**config.mk**
```make
export PLATFORM = sky130hd
export DESIGN_NAME = set_ctrl_flat
export DESIGN_NICKNAME = d
export VERILOG_FILES = /design/src/rtl/set_ctrl_if.sv /design/src/rtl/set_ctrl.sv /design/src/flat_wrapper.sv
export SDC_FILE = /design/constraint.sdc
export NUM_CORES = 1
export LEC_CHECK = 0
export BUFFER_PORTS_ARGS = -buffer_cell sky130_fd_sc_hd__clkbuf_2
export CAP_MARGIN = 20
export CORE_AREA = 2 2 128 130
export CTS_CLUSTER_SIZE = 8
export DETAILED_ROUTE_END_ITERATION = 12
export DIE_AREA = 0 0 130 132
export MAX_ROUTING_LAYER = met4
export SLEW_MARGIN = 0
export SYNTH_ARGS = -nofsm -noshare
export SYNTH_HDL_FRONTEND = slang
export SYNTH_SLANG_ARGS = --single-unit
export TNS_END_PERCENT = 10
```
**constraint.sdc**
```tcl
create_clock -name clk -period 1.9 [get_ports clk]
set_input_delay 0.57 -clock clk [delete_from_list [all_inputs] [get_ports clk]]
set_output_delay 0.57 -clock clk [all_outputs]
set_load 0.01 [all_outputs]
```
**src/rtl/set_ctrl_if.sv**
```systemverilog
// Button inputs and display/counter control outputs of the time-setting controller.
// master = the side that owns the buttons (board/bench); slave = set_ctrl itself.
interface set_ctrl_if;
   logic       i_sw_mode;
   logic       i_sw_pos;
   logic       i_sw_inc;
   logic [1:0] o_setting_mode;
   logic [1:0] o_setting_position;
   logic       o_blink;
   logic       o_inc_sec;
   logic       o_inc_min;
   logic       o_inc_hour;

   modport master (
      output i_sw_mode, i_sw_pos, i_sw_inc,
      input  o_setting_mode, o_setting_position, o_blink,
      input  o_inc_sec, o_inc_min, o_inc_hour
   );

   modport slave (
      input  i_sw_mode, i_sw_pos, i_sw_inc,
      output o_setting_mode, o_setting_position, o_blink,
      output o_inc_sec, o_inc_min, o_inc_hour
   );
endinterface

```
**src/rtl/set_ctrl.sv**
```systemverilog
// set_ctrl: clock/alarm setting controller. Three raw buttons are synchronized and
// debounced into one-cycle press events that drive a CLOCK/SET_TIME/SET_ALARM FSM
// with digit-position select, increment pulses, blink phase and idle timeout.

// Per-button front end: 2-flop synchronizer, level debouncer, rising-edge press.
module set_ctrl_deb #(
   parameter logic [19:0] DEB_CNT = 20'd500000
) (
   input  logic clk,
   input  logic rst_n,
   input  logic i_raw,
   output logic o_press
);
   localparam int DW = (DEB_CNT > 20'd1) ? $clog2(DEB_CNT) : 1;
   localparam logic [DW-1:0] DEB_LAST = DW'(DEB_CNT - 20'd1);

   logic [1:0]    sync_q;
   logic          deb_q;
   logic          deb_d1;
   logic [DW-1:0] cnt_q;

   // Bring the asynchronous button level into the clk domain.
   always_ff @(posedge clk or negedge rst_n) begin
      if (!rst_n) sync_q <= 2'b00;
      else        sync_q <= {sync_q[0], i_raw};
   end

   // Accept a new level only after it has differed from the debounced one for DEB_CNT cycles.
   always_ff @(posedge clk or negedge rst_n) begin
      if (!rst_n) begin
         deb_q <= 1'b0;
         cnt_q <= '0;
      end else if (sync_q[1] == deb_q) begin
         cnt_q <= '0;
      end else if (cnt_q == DEB_LAST) begin
         deb_q <= sync_q[1];
         cnt_q <= '0;
      end else begin
         cnt_q <= cnt_q + DW'(1);
      end
   end

   // Delayed debounced level for edge detection.
   always_ff @(posedge clk or negedge rst_n) begin
      if (!rst_n) deb_d1 <= 1'b0;
      else        deb_d1 <= deb_q;
   end

   // Only the debounced 0->1 transition is an event; releases are silent.
   assign o_press = deb_q & ~deb_d1;
endmodule

module set_ctrl #(
   parameter logic [19:0] DEB_CNT    = 20'd500000,
   parameter logic [31:0] BLINK_HALF = 32'd25000000,
   parameter logic [31:0] TIMEOUT    = 32'd500000000
) (
   input  logic       clk,
   input  logic       rst_n,
   set_ctrl_if.slave  bus
);
   localparam int NUM_BTN  = 3;
   localparam int BTN_MODE = 0;
   localparam int BTN_POS  = 1;
   localparam int BTN_INC  = 2;

   localparam int BW = (BLINK_HALF > 32'd1) ? $clog2(BLINK_HALF) : 1;
   localparam int TW = (TIMEOUT    > 32'd1) ? $clog2(TIMEOUT)    : 1;
   localparam logic [BW-1:0] BLINK_LAST = BW'(BLINK_HALF - 32'd1);
   localparam logic [TW-1:0] IDLE_LAST  = TW'(TIMEOUT - 32'd1);

   typedef enum logic [1:0] {
      CLOCK     = 2'd0,
      SET_TIME  = 2'd1,
      SET_ALARM = 2'd2
   } mode_e;

   // Everything the FSM carries from cycle to cycle; inc is {hour, min, sec}.
   typedef struct packed {
      mode_e         state;
      logic [1:0]    pos;
      logic          blink;
      logic [2:0]    inc;
      logic [BW-1:0] blink_cnt;
      logic [TW-1:0] idle_cnt;
   } ctrl_t;

   ctrl_t               cur_q;
   ctrl_t               nxt;
   logic [NUM_BTN-1:0]  raw;
   logic [NUM_BTN-1:0]  press;

   assign raw = {bus.i_sw_inc, bus.i_sw_pos, bus.i_sw_mode};

   generate
      for (genvar g = 0; g < NUM_BTN; g++) begin : g_btn
         set_ctrl_deb #(.DEB_CNT(DEB_CNT)) u_deb (
            .clk     (clk),
            .rst_n   (rst_n),
            .i_raw   (raw[g]),
            .o_press (press[g])
         );
      end
   endgenerate

   // FSM state, outputs and counters.
   always_ff @(posedge clk or negedge rst_n) begin
      if (!rst_n) cur_q <= '0;
      else        cur_q <= nxt;
   end

   // Next state: mode beats position beats inc beats timeout; losing events are dropped.
   always_comb begin
      nxt     = cur_q;
      nxt.inc = 3'b000;
      if (press[BTN_MODE]) begin
         case (cur_q.state)
            CLOCK:    nxt.state = SET_TIME;
            SET_TIME: nxt.state = SET_ALARM;
            default:  nxt.state = CLOCK;
         endcase
         nxt.pos       = 2'd0;
         nxt.blink     = 1'b0;
         nxt.blink_cnt = '0;
         nxt.idle_cnt  = '0;
      end else if (cur_q.state == CLOCK) begin
         // Position/inc are ignored here and the timers stay parked at zero.
         nxt.pos       = 2'd0;
         nxt.blink     = 1'b0;
         nxt.blink_cnt = '0;
         nxt.idle_cnt  = '0;
      end else if (press[BTN_POS]) begin
         nxt.pos       = (cur_q.pos == 2'd2) ? 2'd0 : cur_q.pos + 2'd1;
         nxt.blink     = 1'b0;
         nxt.blink_cnt = '0;
         nxt.idle_cnt  = '0;
      end else if (press[BTN_INC]) begin
         case (cur_q.pos)
            2'd0:    nxt.inc = 3'b001;
            2'd1:    nxt.inc = 3'b010;
            default: nxt.inc = 3'b100;
         endcase
         // Keep the digit lit while the user is adjusting it.
         nxt.blink     = 1'b0;
         nxt.blink_cnt = '0;
         nxt.idle_cnt  = '0;
      end else if (cur_q.idle_cnt == IDLE_LAST) begin
         nxt.state     = CLOCK;
         nxt.pos       = 2'd0;
         nxt.blink     = 1'b0;
         nxt.blink_cnt = '0;
         nxt.idle_cnt  = '0;
      end else begin
         nxt.idle_cnt = cur_q.idle_cnt + TW'(1);
         if (cur_q.blink_cnt == BLINK_LAST) begin
            nxt.blink_cnt = '0;
            nxt.blink     = ~cur_q.blink;
         end else begin
            nxt.blink_cnt = cur_q.blink_cnt + BW'(1);
         end
      end
   end

   assign bus.o_setting_mode     = cur_q.state;
   assign bus.o_setting_position = cur_q.pos;
   assign bus.o_blink            = cur_q.blink;
   assign bus.o_inc_sec          = cur_q.inc[0];
   assign bus.o_inc_min          = cur_q.inc[1];
   assign bus.o_inc_hour         = cur_q.inc[2];
endmodule

```
**src/flat_wrapper.sv**
```systemverilog
// flat-port wrapper written by rule: the top's interface ports become plain ports
module set_ctrl_flat 
#(
   parameter logic [19:0] DEB_CNT    = 20'd500000,
   parameter logic [31:0] BLINK_HALF = 32'd25000000,
   parameter logic [31:0] TIMEOUT    = 32'd500000000
)
  (clk, rst_n, bus_i_sw_mode, bus_i_sw_pos, bus_i_sw_inc, bus_o_setting_mode, bus_o_setting_position, bus_o_blink, bus_o_inc_sec, bus_o_inc_min, bus_o_inc_hour);
  set_ctrl_if bus_i ();
  input  logic clk;
  input  logic rst_n;
  input wire logic [$bits(bus_i.i_sw_mode)-1:0] bus_i_sw_mode;
  input wire logic [$bits(bus_i.i_sw_pos)-1:0] bus_i_sw_pos;
  input wire logic [$bits(bus_i.i_sw_inc)-1:0] bus_i_sw_inc;
  output wire logic [$bits(bus_i.o_setting_mode)-1:0] bus_o_setting_mode;
  output wire logic [$bits(bus_i.o_setting_position)-1:0] bus_o_setting_position;
  output wire logic [$bits(bus_i.o_blink)-1:0] bus_o_blink;
  output wire logic [$bits(bus_i.o_inc_sec)-1:0] bus_o_inc_sec;
  output wire logic [$bits(bus_i.o_inc_min)-1:0] bus_o_inc_min;
  output wire logic [$bits(bus_i.o_inc_hour)-1:0] bus_o_inc_hour;
  assign bus_i.i_sw_mode = bus_i_sw_mode;
  assign bus_i.i_sw_pos = bus_i_sw_pos;
  assign bus_i.i_sw_inc = bus_i_sw_inc;
  assign bus_o_setting_mode = bus_i.o_setting_mode;
  assign bus_o_setting_position = bus_i.o_setting_position;
  assign bus_o_blink = bus_i.o_blink;
  assign bus_o_inc_sec = bus_i.o_inc_sec;
  assign bus_o_inc_min = bus_i.o_inc_min;
  assign bus_o_inc_hour = bus_i.o_inc_hour;
  set_ctrl #(.DEB_CNT(DEB_CNT), .BLINK_HALF(BLINK_HALF), .TIMEOUT(TIMEOUT)) u_core (.clk(clk), .rst_n(rst_n), .bus(bus_i));
endmodule
```
==> impl_metrics.py, run 1 <==
metrics = {
    "global_routing": {
        "grt_max_degree": 43,
        "grtUsageTotal_pct": 15.8,
        "use_met1_pct": 20.4,
        "grt_busiest_layer": "met2",
        "grtUsageMet2_pct": 23.8,
        "grt_pass1_wl_mm": 20.9,
        "first_global_vias": 4398,
        "grt_overflow": 0,
        "antenna_found_initial": 0,
        "use_met3_pct": 4.42,
    },
    "timing": {
        "tightestPinTransition_ns": 0.429,
        "hold_viol": 0,
        "fin_crit_ns": 1.82,
        "fmax_mhz": 549,
        "final_max_slew_viol_count": 0,
        "hold_ws_ns": 0.259,
        "setup_viol": 0,
        "finClkSkew_ns": 0.00617,
        "relSlewSlack_pct": 71.2,
        "fin_crit_sh_pct": 95.8,
    },
    "pwr": {
        "p_comb_share_pct": 2.5,
        "power_mw": 5.77,
        "p_sw_share_pct": 21.3,
        "switchingPower_mw": 1.23,
        "powerDensity_nw_per_um2": 800,
        "p_int_mw": 4.54,
        "p_clk_share_pct": 48.4,
        "pwr-share-seq_pct": 49.2,
        "peakVddDrop_uv": 635,
        "p_leak_nw": 3.05,
    },
    "hold_path": {
        "holdCritPathClass": "in2reg",
    },
    "clock_tree": {
        "cts_buffer_depth": 2,
        "cts_tree": "built",
        "ctsRootBufferMaster": "clkbuf_16",
        "path_clk_slew_ns": 0.05,
        "cts-buffers-inserted": 17,
        "cts.sinks": 131,
        "htreeDepth": 4,
        "insertion_delay_ns": 0.41,
    },
    "logic_synthesis": {
        "synth_cell_types": 43,
        "ys_ff_latch": 131,
        "synth_area_leaders": "dfrtp_1 53%, xor2_1 10%, nor2_1 7.9%, nand3_1 4.1%, xnor2_1 4.1%",
        "synth_warnings": 0,
        "syn_area_um2": 6190,
        "synthCells": 617,
        "yosysTopAreaCell": "dfrtp_1",
        "syn-num-nets": 627,
        "synth.avg_cell_area_um2": 10.0,
        "synth_seq_area_share_pct": 53.0,
        "synth_top_area_share_pct": 53.0,
    },
    "placement": {
        "io_buffers": 12,
        "dpl.cell_count": 849,
        "place_congestion": 0.791,
        "dpl-instance-area_um2": 6660,
        "hpwlAfterDp_mm": 8.16,
    },
    "route": {
        "drc": 0,
        "wire_per_inst_um": 13.8,
        "detail_route.iter0.violations": 279,
        "viasPerCell": 5.00,
        "dr_total_vias": 4409,
        "ant_nets": 0,
        "first_pass_iters": 4,
        "wl_mm": 12.2,
    },
    "critical_path": {
        "end_kind": "register",
        "worstPathMaxFanout": 7,
        "required_ns": 2.20,
        "crit_top_cell": "and4_1",
        "crit_slowest_cell": "dfrtp_1",
        "crit_chain": "ha_1 > and4_1 > and4_1 > and4_1 > xnor2_1 > nor2_1",
        "cp.arrival_ns": 2.12,
        "critical-path-max-stage-delay_ns": 0.40,
        "path_class": "reg2reg",
        "startpoint_type": "register",
    },
    "die": {
        "io_pins": 13,
        "core_area_um2": 15700,
        "dieArea_um2": 17200,
        "fp.dieW_um": 130,
        "die_h_um": 132,
        "initial_core_util_pct": 39.4,
        "rows": 46,
    },
    "run": {
        "drv_cap": 0,
    },
    "status": {
        "status": "complete, no violations",
    },
    "layout": {
        "drive_gt1_share_pct": 12.0,
        "final_cells": 882,
        "final_nets": 664,
        "final_area_um2": 7210,
        "num_antenna_cells": 0,
        "fill_cells": 1450,
        "area_growth_pct": 16.5,
    },
}
[area by class of cell]
type / count / area, um^2 / area share (%)
well taps: 216 / 270 / 3.75
clock inverters: 7 / 35.0 / 0.486
clock buffers: 24 / 462 / 6.40
multi-input cells: 457 / 2790 / 38.6
repair buffers: 37 / 340 / 4.72
flip-flops and latches: 131 / 3280 / 45.5
inverters: 10 / 37.5 / 0.521
[Yosys cell counts (all sizes together)]
cell and number:
mux2 3, or3 3, o22ai 1, xor2 71, clkbuf 5, a21oi 3
nor3 12, nand3 52, or4 2, and4b 1, o211ai 3, buf 15
xnor2 29, nand4 29, nand2b 6, nor3b 1, dfrtp 131, and2 2
ha 5, nor2b 3, nor2 130, inv 10, or2 1, or4b 1
nor4 10, nor4b 2, a31oi 2, and4 14, nand4b 3, and3 16
nor4bb 1, nand2 44, o21ai 5, or3b 1
[sequential cells by signal (all words and copies together), names as in the netlist]
| signal | flops |
|---|---|
| u_core.bus.o_setting_position | 2 |
| u_core.g_btn.u_deb.deb_q | 3 |
| u_core.bus.o_setting_mode | 2 |
| u_core.bus.o_inc_hour | 1 |
| u_core.g_btn.u_deb.deb_d1 | 3 |
| u_core.bus.o_inc_sec | 1 |
| u_core.cur_q | 54 |
| u_core.bus.o_inc_min | 1 |
| u_core.g_btn.u_deb.cnt_q | 57 |
| u_core.bus.o_blink | 1 |
| u_core.g_btn.u_deb.sync_q | 6 |
[worst paths after layout]
check | slack, ns | startpoint | cells past startpoint | end
setup reg to reg | 0.08 | u_core.cur_q[29]$_DFF_PN0_ | 6 | u_core.cur_q[43]$_DFF_PN0_
hold / removal | 0.26 | bus_i_sw_pos | 1 | u_core.g_btn[1].u_deb.sync_q[0]$_DFF_PN0_
setup / recovery | 0.08 | u_core.cur_q[29]$_DFF_PN0_ | 6 | u_core.cur_q[43]$_DFF_PN0_
hold reg to reg | 0.37 | u_core.g_btn[0].u_deb.sync_q[0]$_DFF_PN0_ | 0 | u_core.g_btn[0].u_deb.sync_q[1]$_DFF_PN0_
max in group asynchronous | 0.77 | rst_n | 3 | u_core.g_btn[2].u_deb.cnt_q[0]$_DFF_PN0_
min in group asynchronous | 0.54 | rst_n | 2 | u_core.cur_q[3]$_DFF_PN0_
[power groups by stage]
stage	Combinational, mW	Clock [mW]	Sequential (mW)
after floorplan	0.0501	0	2.88
after global placement	0.143	0	2.88
after detailed placement	0.148	0	2.88
after CTS	0.151	2.86	2.83
after global routing	0.167	3.02	2.83
final	0.144	2.79	2.83
[cell families after synthesis]
kind of cell,share of synthesized area (%)
AO/OA/AOI/OAI,1.31
adder cells (fa/ha/maj),1.01
flip-flops,53.0
buffers and inverters,2.71
AND/OR/NAND/NOR,27.3
XOR/XNOR,14.2
multiplexers,0.546
[worst max-delay path: cells and delay by family, from the launching register on]
| family | cells | cell delay [ns] |
|---|---|---|
| flip-flops | 1 | 0.40 |
| AND/OR/NAND/NOR | 4 | 0.96 |
| adder cells (fa/ha/maj) | 1 | 0.22 |
| XOR/XNOR | 1 | 0.12 |
[metal layers]
layer,up-vias,share of wire [%],wire [um]
met2,65,49,5940
li1,2168,-,-
met5,-,0,0
met4,0,1.3,161
met1,2163,47,5660
met3,13,3.3,401
[metrics by stage]
step | setup TNS [ns] | setup slack [ns] | utilization [%]
after detailed placement | 0 | 0.0251 | 42.4
after floorplan | 0 | 0.0377 | -
final | 0 | 0.0794 | 45.9
after CTS | 0 | 0.00888 | 45.6
after global routing | -0.0211 | -0.0211 | 45.9
after global placement | 0 | 0.0996 | 42.4
[placed cells by master, fill, tap and decap left out, types with 10 or more instances in the layout]
| cell type | n |
|---|---|
| dfrtp_1 | 131 |
| nor2_1 | 130 |
| xor2_1 | 71 |
| nand3_1 | 51 |
| nand2_1 | 44 |
| xnor2_1 | 29 |
| nand4_1 | 28 |
| buf_4 | 18 |
| clkbuf_16 | 17 |
| and3_1 | 16 |
| and4_1 | 13 |
| clkbuf_2 | 11 |
| nor3_1 | 10 |
| inv_1 | 10 |
[what timing repair did]
action | in CTS | in global routing
hold buffers | 1 | 0
resized for setup | 0 | 7
endpoints found under the setup margin | 0 | 43
hold endpoints to repair | 3 | 0
setup buffers | 0 | 0
Power figures use the tool's default switching activity.
==> inputs of run 2 (changes only) <==
- CORE_AREA: 2 2 128 130 -> 2 2 136 138
- DIE_AREA: 0 0 130 132 -> 0 0 138 140
==> impl_metrics.py, run 2 (same netlist as run 1, synthesis figures left out) <==
metrics = {
    "status": {
        "status": "complete, no violations",
    },
    "critical_path": {
        "reg2reg_setup_slack_ns": 0.1,
        "end_kind": "register",
        "required_ns": 2.24,
        "crit_chain": "ha_1 > and2_1 > and3_1 > nand3_2 > or3b_4 > nor2_1",
        "worstPathMaxFanout": 11,
        "crit_slowest_cell": "or3b_4",
        "path_buf_inv": 0,
        "startpoint_type": "register",
        "path_class": "reg2reg",
        "reg2regPathDepth": 6,
        "cp.arrival_ns": 2.14,
        "critical-path-max-stage-delay_ns": 0.48,
        "rr_startpoint": "u_core.cur_q[0]$_DFF_PN0_",
        "rr_endpoint": "u_core.cur_q[50]$_DFF_PN0_",
        "crit_family": "simple AND/OR/NAND/NOR gates",
    },
    "pwr": {
        "p_leak_nw": 3.11,
        "powerDensity_nw_per_um2": 887,
        "peakVddDrop_uv": 649,
        "power_mw": 6.53,
    },
    "route": {
        "viasPerCell": 4.92,
        "ant_nets": 0,
        "first_pass_iters": 4,
        "dr_total_vias": 4410,
        "drc": 0,
        "wire_per_inst_um": 13.5,
        "detail_route.iter0.violations": 247,
        "wl_mm": 12.1,
    },
    "layout": {
        "biggestRegsByFlops": "u_core.g_btn.u_deb.cnt_q x57, u_core.cur_q x54, u_core.g_btn.u_deb.sync_q x6",
        "regMostFlops": "u_core.g_btn.u_deb.cnt_q",
        "largest_reg_flops": 57,
        "final_cells": 896,
        "layout_common_cells": "131 x dfrtp_1, 130 x nor2_1, 71 x xor2_1",
        "num_antenna_cells": 0,
        "final_nets": 664,
        "final_area_um2": 7370,
        "area_growth_pct": 19.1,
        "multi_input_comb_area_um2": 2790,
        "fill_cells": 1685,
        "register_area_um2": 3280,
        "final_common_cell": "dfrtp_1",
        "drive_gt1_share_pct": 12.7,
    },
    "clock_tree": {
        "cts_setup_buffers": 0,
        "insertion_delay_ns": 0.42,
        "cts_resized": 0,
        "cts.sinks": 131,
        "holdBufCountCts": 0,
        "ctsRootBufferMaster": "clkbuf_16",
        "cts_tree": "built",
        "htreeDepth": 4,
        "cts_buffer_depth": 2,
        "cts-buffers-inserted": 17,
        "path_clk_slew_ns": 0.06,
    },
    "timing": {
        "final_max_slew_viol_count": 0,
        "setup_viol": 0,
        "timing.setup.tns_ns": 0,
        "rsz0062_at_grt": "yes",
        "hold_viol": 0,
        "tightestPinTransition_ns": 0.435,
        "fin_crit_ns": 1.80,
        "relSlewSlack_pct": 70.8,
        "fmax_mhz": 555,
        "fin_crit_sh_pct": 94.8,
        "hold_ws_ns": 0.0706,
        "finClkSkew_ns": 0.0138,
    },
    "placement": {
        "dpl-instance-area_um2": 6670,
        "place_congestion": 0.787,
        "io_buffers": 12,
        "dpl.cell_count": 862,
        "hpwlAfterDp_mm": 8.15,
    },
    "die": {
        "core_area_um2": 17800,
        "io_pins": 13,
        "die_h_um": 140,
        "dieArea_um2": 19300,
        "initial_core_util_pct": 34.8,
        "fp.dieW_um": 138,
        "rows": 49,
    },
    "run": {
        "drv_cap": 0,
    },
    "global_routing": {
        "antenna_found_initial": 0,
        "grt_pass1_wl_mm": 21.2,
        "grt_max_degree": 33,
        "grtUsageTotal_pct": 13.8,
        "grt_overflow": 0,
        "first_global_vias": 4511,
    },
    "hold_path": {
        "holdCritPathClass": "in2async",
    },
}
## run 2: cell count changes in the layout (fill, tap and decap cells not counted), sizes merged
cell and change:
bufinv +5, clkbuf -4, clkinv -4, clkinvlp +3
dlygate4sd3 -1, inv +1, or3b +1
## run 2: cell type report
class | count | share of cell area [%]
timing repair buffer | 36 | 4.48
tap | 229 | 3.89
clock buffer | 20 | 6.06
multi-input combinational | 458 | 37.8
inverter | 10 | 0.509
clock inverter | 12 | 2.77
sequential | 131 | 44.5
## run 2: how the worst max path moves through the flow
stage / startpoint / to / slack, ns / depth (start not counted)
after floorplan: u_core.cur_q[0]$_DFF_PN0_ / u_core.cur_q[40]$_DFF_PN0_ / 0.04 / 8
after global placement: u_core.cur_q[29]$_DFF_PN0_ / u_core.cur_q[46]$_DFF_PN0_ / 0.13 / 6
after detailed placement: u_core.cur_q[0]$_DFF_PN0_ / u_core.cur_q[44]$_DFF_PN0_ / 0.06 / 6
after CTS: u_core.cur_q[0]$_DFF_PN0_ / u_core.cur_q[44]$_DFF_PN0_ / 0.03 / 6
after global routing: u_core.g_btn[1].u_deb.cnt_q[7]$_DFF_PN0_ / u_core.g_btn[1].u_deb.cnt_q[0]$_DFF_PN0_ / -0.03 / 6
final: u_core.cur_q[0]$_DFF_PN0_ / u_core.cur_q[50]$_DFF_PN0_ / 0.1 / 6
## run 2: stage by stage
step | setup slack (ns) | util (%)
floorplan | 0.0377 | -
global placement | 0.133 | 37.5
detailed placement | 0.0554 | 37.5
CTS | 0.0329 | 41.2
global route | -0.0270 | 41.4
finish | 0.0988 | 41.4
## run 2: where the power goes
| part | leakage, nW | switching, mW | internal [mW] |
|---|---|---|---|
| logic | 0.992 | 0.0927 | 0.0469 |
| clock network | 0.307 | 1.20 | 2.37 |
| registers | 1.81 | 0.0193 | 2.81 |
## run 2: routing by layer
metal / global-route usage (%) / part of all wire, % / vias to the layer above
met5: - / 0 / -
met4: 5.21 / 0.91 / 0
met3: 4.51 / 2.6 / 8
met2: 21.0 / 49 / 38
met1: 17.2 / 47 / 2196
li1: - / - / 2168
## run 2: worst register-to-register path: cells and delay by family (launching register included)
| family | cells | cell delay [ns] |
|---|---|---|
| adders and majority gates | 1 | 0.23 |
| DFF | 1 | 0.39 |
| and+or+nand+nor | 5 | 1.12 |
==> inputs of run 3 (changes only) <==
--- a/config.mk
+++ b/config.mk
@@ -8,4 +8,6 @@
 export BUFFER_PORTS_ARGS = -buffer_cell sky130_fd_sc_hd__clkbuf_2
 export CAP_MARGIN = 20
+export CELL_PAD_IN_SITES_DETAIL_PLACEMENT = 0
+export CELL_PAD_IN_SITES_GLOBAL_PLACEMENT = 2
 export CORE_AREA = 2 2 136 138
 export CTS_CLUSTER_SIZE = 8
@@ -13,4 +15,5 @@
 export DIE_AREA = 0 0 138 140
 export MAX_ROUTING_LAYER = met4
+export PLACE_DENSITY_LB_ADDON = 0.1
 export SLEW_MARGIN = 0
 export SYNTH_ARGS = -nofsm -noshare
==> constraint.sdc (replaced) <==
create_clock -name clk -period 1.9 [get_ports clk]
set_input_delay 0.57 -clock clk [delete_from_list [all_inputs] [get_ports clk]]
set_output_delay 0.57 -clock clk [all_outputs]
set_load 0.05 [all_outputs]
==> impl_metrics.py, run 3 (same netlist as run 1, synthesis figures left out) <==
metrics = {
    "clock_tree": {
        "cts-buffers-inserted": 17,
        "cts_tree": "built",
        "cts_buffer_depth": 2,
        "insertion_delay_ns": 0.42,
        "holdBufCountCts": 0,
        "cts_setup_buffers": 0,
        "path_clk_slew_ns": 0.06,
        "ctsRootBufferMaster": "clkbuf_16",
        "htreeDepth": 4,
        "cts_resized": 0,
        "cts.sinks": 131,
    },
    "status": {
        "status": "complete, no violations",
    },
    "die": {
        "io_pins": 13,
        "die_h_um": 140,
        "fp.dieW_um": 138,
        "initial_core_util_pct": 34.8,
        "dieArea_um2": 19300,
        "core_area_um2": 17800,
        "rows": 49,
    },
    "timing": {
        "hold_ws_ns": 0.0614,
        "fmax_mhz": 559,
        "final_max_slew_viol_count": 0,
        "fin_crit_ns": 1.79,
        "rsz0062_at_grt": "yes",
        "relSlewSlack_pct": 68.5,
        "timing.setup.tns_ns": 0,
        "fin_crit_sh_pct": 94.1,
        "hold_viol": 0,
        "setup_viol": 0,
        "finClkSkew_ns": 0.00905,
        "tightestPinTransition_ns": 0.468,
    },
    "route": {
        "detail_route.iter0.violations": 264,
        "first_pass_iters": 4,
        "dr_total_vias": 4342,
        "drc": 0,
        "wl_mm": 12.7,
        "viasPerCell": 4.80,
        "ant_nets": 0,
        "wire_per_inst_um": 14.1,
    },
    "placement": {
        "place_congestion": 0.744,
        "io_buffers": 12,
        "hpwlAfterDp_mm": 8.49,
    },
    "global_routing": {
        "grt_max_degree": 40,
        "grt_pass1_wl_mm": 21.7,
        "grtUsageTotal_pct": 14.2,
        "first_global_vias": 4332,
        "antenna_found_initial": 0,
        "grt_overflow": 0,
    },
    "critical_path": {
        "crit_path_start": "u_core.cur_q[29]$_DFF_PN0_",
        "critical-path-max-stage-delay_ns": 0.47,
        "startpoint_type": "register",
        "cp.arrival_ns": 2.13,
        "worstPathMaxFanout": 11,
        "rr_startpoint": "u_core.cur_q[29]$_DFF_PN0_",
        "crit_slowest_cell": "or3b_4",
        "crit_chain": "ha_1 > and4_1 > nand2_2 > nor3_4 > or3b_4 > nor2_1",
        "path_buf_inv": 0,
        "path_class": "reg2reg",
        "required_ns": 2.24,
        "end_kind": "register",
        "crit_family": "simple AND/OR/NAND/NOR gates",
    },
    "layout": {
        "layout_common_cells": "131 x dfrtp_1, 129 x nor2_1, 71 x xor2_1",
        "fill_cells": 1745,
        "drive_gt1_share_pct": 14.7,
        "largest_reg_flops": 57,
        "final_common_cell": "dfrtp_1",
        "biggestRegsByFlops": "u_core.g_btn.u_deb.cnt_q x57, u_core.cur_q x54, u_core.g_btn.u_deb.sync_q x6",
        "num_antenna_cells": 0,
        "final_nets": 672,
        "area_growth_pct": 19.9,
        "regMostFlops": "u_core.g_btn.u_deb.cnt_q",
    },
    "pwr": {
        "powerDensity_nw_per_um2": 867,
        "peakVddDrop_uv": 637,
        "power_mw": 6.44,
        "p_leak_nw": 3.16,
    },
    "run": {
        "drv_cap": 0,
    },
    "hold_path": {
        "holdCritPathClass": "in2async",
    },
}
## run 3: cell count changes in the layout (fill, tap and decap cells not counted), moves of 2 or more
cell	before	now
nor4_2	4	2
buf_4	18	27
buf_6	0	2
bufinv_16	5	3
clkbuf_1	2	0
clkbuf_8	1	4
buf_12	7	5
## run 3: cell type report
class | instances | area, um^2 | share of cell area [%]
Inverter | 10 | 37.5 | 0.506
Clock buffer | 21 | 480 | 6.48
Tap cell | 229 | 287 | 3.86
Multi-Input combinational cell | 457 | 2810 | 37.8
Clock inverter | 11 | 151 | 2.04
Sequential cell | 131 | 3280 | 44.2
Timing Repair Buffer | 45 | 380 | 5.13
## run 3: path summary, 6_finish.rpt
path / slack, ns / end / depth (start not counted)
max in group asynchronous: 1.31 / u_core.g_btn[2].u_deb.cnt_q[13]$_DFF_PN0_ / 2
worst min register to register: 0.35 / u_core.g_btn[0].u_deb.sync_q[1]$_DFF_PN0_ / 0
worst max-delay path: 0.11 / u_core.cur_q[38]$_DFF_PN0_ / 6
worst min-delay path: 0.06 / u_core.cur_q[16]$_DFF_PN0_ / 1
worst max register to register: 0.11 / u_core.cur_q[38]$_DFF_PN0_ / 6
min in group clk: 0.26 / u_core.g_btn[1].u_deb.sync_q[0]$_DFF_PN0_ / 1
## run 3: metal layers
| layer | global-route usage, % | vias up | wire length, um |
|---|---|---|---|
| met5 | - | - | 0 |
| met1 | 19.5 | 2101 | 6450 |
| met3 | 4.00 | 10 | 352 |
| met2 | 20.7 | 43 | 5790 |
| li1 | - | 2188 | - |
| met4 | 4.08 | 0 | 131 |
## run 3: report_power, final
group	switching [mW]	leakage [nW]	internal, mW
sequential	0.0190	1.81	2.81
clock	1.25	0.298	2.21
combinational	0.0958	1.05	0.0474
## run 3: through the flow
step	util (%)	area, um^2	setup WS (ns)	instances
after floorplan	-	6190	0.0377	617
after global placement	37.8	6720	0.0853	871
after detailed placement	37.8	6720	0.0427	871
after CTS	41.3	7350	0.0281	903
after global routing	41.7	7420	0.000125	904
final	41.7	7420	0.111	904
## run 3: worst register-to-register path, stage by stage (launching register included)
cell and delay, ns:
dfrtp_1 0.41, ha_1 0.24, and4_1 0.27, nand2_2 0.13
nor3_4 0.06, or3b_4 0.47, nor2_1 0.15
